[src/rtl/pdu_pchmask_seq.sv]
// Translates a logical-qubit mask into a physical-patch mask by walking the patch map table once per lq.
// Optional build macro PDU_PCHCONFLICT_CHK_EN adds the sticky patch-collision detector.
module pdu_pchmask_seq #(
  parameter int unsigned NUM_LQ     = 6,
  parameter int unsigned NUM_PCH    = 12,
  parameter int unsigned LQADDR_BW  = 3,
  parameter int unsigned PCHADDR_BW = 4
) (
  input  logic                  clk,
  input  logic                  rst,
  input  logic                  start,
  input  logic [NUM_LQ-1:0]     lq_mask,
  output logic                  busy,
  output logic [LQADDR_BW-1:0]  lqidx,
  input  logic [PCHADDR_BW-1:0] rd_pchidx0,
  input  logic [PCHADDR_BW-1:0] rd_pchidx1,
  output logic [NUM_PCH-1:0]    pch_mask,
  output logic                  pch_valid,
  input  logic                  pch_ack,
  output logic                  conflict,
  output logic [1:0]            dbg_state
);

  typedef enum logic [1:0] {
    IDLE = 2'd0,
    SCAN = 2'd1,
    HOLD = 2'd2
  } state_t;

  state_t                state_q, state_d;
  logic [LQADDR_BW-1:0]  cnt_q, cnt_d;
  logic [NUM_LQ-1:0]     lqm_q, lqm_d;
  logic [NUM_PCH-1:0]    acc_q, acc_d;
  logic [NUM_PCH-1:0]    hit_bits;
  logic                  sel;
  logic                  last_idx;

  // Patch indices outside the patch range contribute nothing.
  always_comb begin
    hit_bits = '0;
    if (32'(rd_pchidx0) < NUM_PCH) hit_bits[rd_pchidx0] = 1'b1;
    if (32'(rd_pchidx1) < NUM_PCH) hit_bits[rd_pchidx1] = 1'b1;
  end

  assign sel      = lqm_q[cnt_q];
  assign last_idx = (cnt_q == LQADDR_BW'(NUM_LQ - 1));

  always_ff @(posedge clk) begin
    if (rst) begin
      state_q <= IDLE;
      cnt_q   <= '0;
      lqm_q   <= '0;
      acc_q   <= '0;
    end else begin
      state_q <= state_d;
      cnt_q   <= cnt_d;
      lqm_q   <= lqm_d;
      acc_q   <= acc_d;
    end
  end

  // Handshake: pch_valid stays high with pch_mask frozen until the cycle pch_ack is sampled high;
  // pch_ack is meaningful only while pch_valid is high.
  always_comb begin
    state_d   = state_q;
    cnt_d     = cnt_q;
    lqm_d     = lqm_q;
    acc_d     = acc_q;
    busy      = (state_q != IDLE);
    pch_valid = (state_q == HOLD);
    lqidx     = '0;
    pch_mask  = acc_q;
    dbg_state = state_q;
    case (state_q)
      IDLE: begin
        if (start) begin
          lqm_d   = lq_mask;
          acc_d   = '0;
          cnt_d   = '0;
          state_d = SCAN;
        end
      end
      SCAN: begin
        lqidx = cnt_q;
        if (sel) acc_d = acc_q | hit_bits;
        if (last_idx) begin
          cnt_d   = '0;
          state_d = HOLD;
        end else begin
          cnt_d = cnt_q + 1'b1;
        end
      end
      HOLD: begin
        if (pch_ack) state_d = IDLE;
      end
      default: state_d = IDLE;
    endcase
  end

`ifdef PDU_PCHCONFLICT_CHK_EN
  logic conf_q;

  // Only bits left by earlier lqs count; both indices of the same lq hitting one patch is legal.
  always_ff @(posedge clk) begin
    if (rst) begin
      conf_q <= 1'b0;
    end else if (state_q == IDLE && start) begin
      conf_q <= 1'b0;
    end else if (state_q == SCAN && sel && |(hit_bits & acc_q)) begin
      conf_q <= 1'b1;
    end
  end

  assign conflict = conf_q;
`else
  assign conflict = 1'b0;
`endif

endmodule

[config.mk]
export PLATFORM = sky130hd
export DESIGN_NAME = pdu_pchmask_seq
export DESIGN_NICKNAME = d
export VERILOG_FILES = /design/src/rtl/pdu_pchmask_seq.sv
export SDC_FILE = /design/constraint.sdc
export NUM_CORES = 1
export LEC_CHECK = 0
export CORE_MARGIN = 2
export CORE_UTILIZATION = 43
export DETAILED_ROUTE_END_ITERATION = 7
export HOLD_SLACK_MARGIN = 0.12
export PLACE_DENSITY_LB_ADDON = 0.12
export SYNTH_ARGS = -nofsm -noshare
export SYNTH_HDL_FRONTEND = slang
export SYNTH_SLANG_ARGS = --single-unit
[constraint.sdc]
create_clock -name clk -period 1.7 [get_ports clk]
set_clock_uncertainty 0.15 [all_clocks]
set_input_delay 0.34 -clock clk [delete_from_list [all_inputs] [get_ports clk]]
set_output_delay 0.34 -clock clk [all_outputs]
set_load 0.005 [all_outputs]
==> impl_metrics.ini <==
[critical_path]
worstReg2RegEnd = pch_mask[6]
r2r_setup_slack_ns = 0.06
cp_top_family = buffers and inverters
reg2reg_from = cnt_q[0]
r2r.worst_path.cells = 5
cp_max_fo = 2
cp.arrival_ns = 1.16
worst_path_max_delay_cell = clkdlybuf4s50_1
worstPathRequired_ns = 1.21
crit_buf_inv = 1
critical_path_class = reg -> out
end_kind = output port
cp-start-kind = register
crit_chain = clkdlybuf4s50_1
cpPeakStageDelay_ns = 0.51

[cts]
cts_max_path_buffers = 2
cts_sinks = 23
cts_made_buffers = 3
clk_pin_slew_ns = 0.11
cts_hold_buf = 0
htree_levels = 1
cts-root-buf = clkbuf_4
clock_latency_ns = 0.30
cts_tree = built

[global_route]
grt_max_degree = 14
grt_pass1_vias = 1046
grt_pass1_wl_um = 4120
grt_overflow = 0
grt.total_usage_pct = 18.9
antenna_found_initial = 0

[route]
wl_met1_um = 1060
antenna_left = 0
viasPerCell = 5.23
drt_iter0_drc = 10
drt_wl_total_um = 2600
first_pass_iters = 4
drc = 0
met3_length_um = 142
wl_per_cell_um = 12.2
highest_layer = met4
vias = 1109
wl_met2_um = 1390

[floorplan]
io_pins = 38
die_w_um = 53.9
initial_core_util_pct = 44.3
die_area_um2 = 2900
core_area_um2 = 2410
core.rowCount = 18
die_h_um = 53.9

[sta]
rsz0062_at_grt = yes
min_period_over_period_pct = 96.8
whs_ns = 0.307
hold_viol_final = 0
fin_tns_setup_ns = 0
fin_crit_ns = 1.65
fmax_ghz = 0.608
setup_viol_count_final = 0
drv_slew = 0

[pwr]
p_leak_nw = 0.618
seq_power_share_pct = 57.0
peakVddDrop_mv = 0.420
p_sw_share_pct = 25.0
switchingPower_mw = 0.246
power_mw = 0.982
power_frac_clock_pct = 24.5
power_density_nw_per_um2 = 613
p_int_mw = 0.737
p_comb_share_pct = 18.5

[logic_synthesis]
synth.largest_area_cell = dfxtp_1
yosys.area_share.simple_pct = 27.2
netlist_instances = 134
synth_area_um2 = 1070
netlist_top_cells_area = dfxtp_1 43%, nand2_1 10%, nor2b_1 7.0%, a22oi_1 6.3%, o21ai_1 4.7%
synth_top_family_by_area = simple AND/OR/NAND/NOR gates
avgSynthCellArea_um2 = 7.97
yosysWarnings = 0
synth-xor-area-share_pct = 0
ys_types = 24
synth-seq-area-share_pct = 43.1
synth_top_area_share_pct = 43.1
synth_compound_area_share_pct = 22.5
ys_seq_elements = 23
synth.net_count = 152
synthMuxAreaShare_pct = 3.16
synth_fa_ha_area_share_pct = 0

[final_layout]
seq_area_um2 = 473
num_antenna_cells = 0
postLayoutCoreUtil_pct = 66.5
final_common_cell = nand2_1
synthToLayoutAreaGrowth_pct = 50.0
multi_input_area_um2 = 604
layout_common_cells = 29 x nand2_1, 28 x clkdlybuf4s50_1, 15 x dfxtp_1
layout.nets = 201
fill_cells = 221
final_layout_size_suffix_gt1_share_pct = 19.8

[worst_hold_path]
hp-start = pch_mask[1]
hold_depth = 2
hp-class = reg -> reg
hold_end = pch_mask[1]

[run]
maxCapViolations = 0

[place]
dp_hpwl_um = 1950
place_congestion = 0.765
port_buffers = 36

[run_status]
status = complete, no violations
==> power groups by stage <==
stage,Combinational (mW),Clock [mW],Sequential (mW)
detailed placement,0.166,0,0.573
global placement,0.162,0,0.572
finish,0.181,0.241,0.560
global route,0.198,0.279,0.562
floorplan,0.0817,0,0.571
CTS,0.176,0.253,0.560
==> synthesized netlist by cell type (all sizes together) <==
library cell  number
nand2             29
dfxtp             23
o21ai             15
nor2b             12
nor2              10
a21oi              9
a22oi              9
and2               4
buf                4
a32oi              3
clkbuf             2
inv                2
nand2b             2
nor3               2
a211o              1
a311oi             1
a41oi              1
conb               1
mux2               1
mux4               1
nor3b              1
nor4b              1
==> area by class of cell <==
cell class	count	share of cell area (%)
Clock buffer	3	1.41
Clock inverter	1	0.312
Inverter	2	0.468
Multi-Input combinational cell	104	37.7
Sequential cell	23	29.5
Tap cell	30	2.34
Timing Repair Buffer	49	28.3
==> state kept, by name, indices dropped and copies added (netlist names) <==
register	cells
dbg_state	2
pch_mask	12
cnt_q	3
lqm_q	6
==> metal layers <==
| metal | vias up | track usage, % |
|---|---|---|
| li1 | 562 | - |
| met5 | - | 0 |
| met2 | 36 | 36.8 |
| met1 | 509 | 19.9 |
| met3 | 2 | 3.06 |
| met4 | 0 | 7.26 |
==> logic make-up after synthesis <==
family | count (synthesis)
buffers and inverters | 8
AO/OA/AOI/OAI | 39
AND/OR/NAND/NOR | 61
flip-flops | 23
other | 1
multiplexers | 2
==> per-stage QoR <==
step                      std cells  setup slack [ns]  instance area [um2]
after floorplan                 134             0.167                 1070
after global placement          203            -0.317                 1500
after detailed placement        203            -0.359                 1500
after CTS                       211            0.0155                 1580
after global routing            212          0.000188                 1600
final                           212            0.0548                 1600
==> worst max-delay path by stage <==
stage                       from  cells after the start           end  slack (ns)
finish               pch_mask[4]                      1   pch_mask[4]        0.05
global route         pch_mask[4]                      1   pch_mask[4]      0.0002
CTS                 dbg_state[1]                      4          busy        0.02
detailed placement         start                      6  pch_mask[10]       -0.36
global placement           start                      6   pch_mask[5]       -0.32
floorplan               cnt_q[0]                      5   pch_mask[0]        0.17
==> worst register-to-register path, delay by kind of cell, from the launching register on <==
family          cells  cell delay (ns)
compound gates      2             0.53
flops               1             0.35
mux                 1             0.32
buf+inv             1             0.13
simple gates        1             0.10
==> what timing repair did <==
item	4_1_cts	5_1_grt
endpoints found under the setup margin	19	18
pin swaps	2	1
setup buffers	4	0
gates cloned	0	1
resized for setup	29	9
Power figures use the tool's default switching activity.
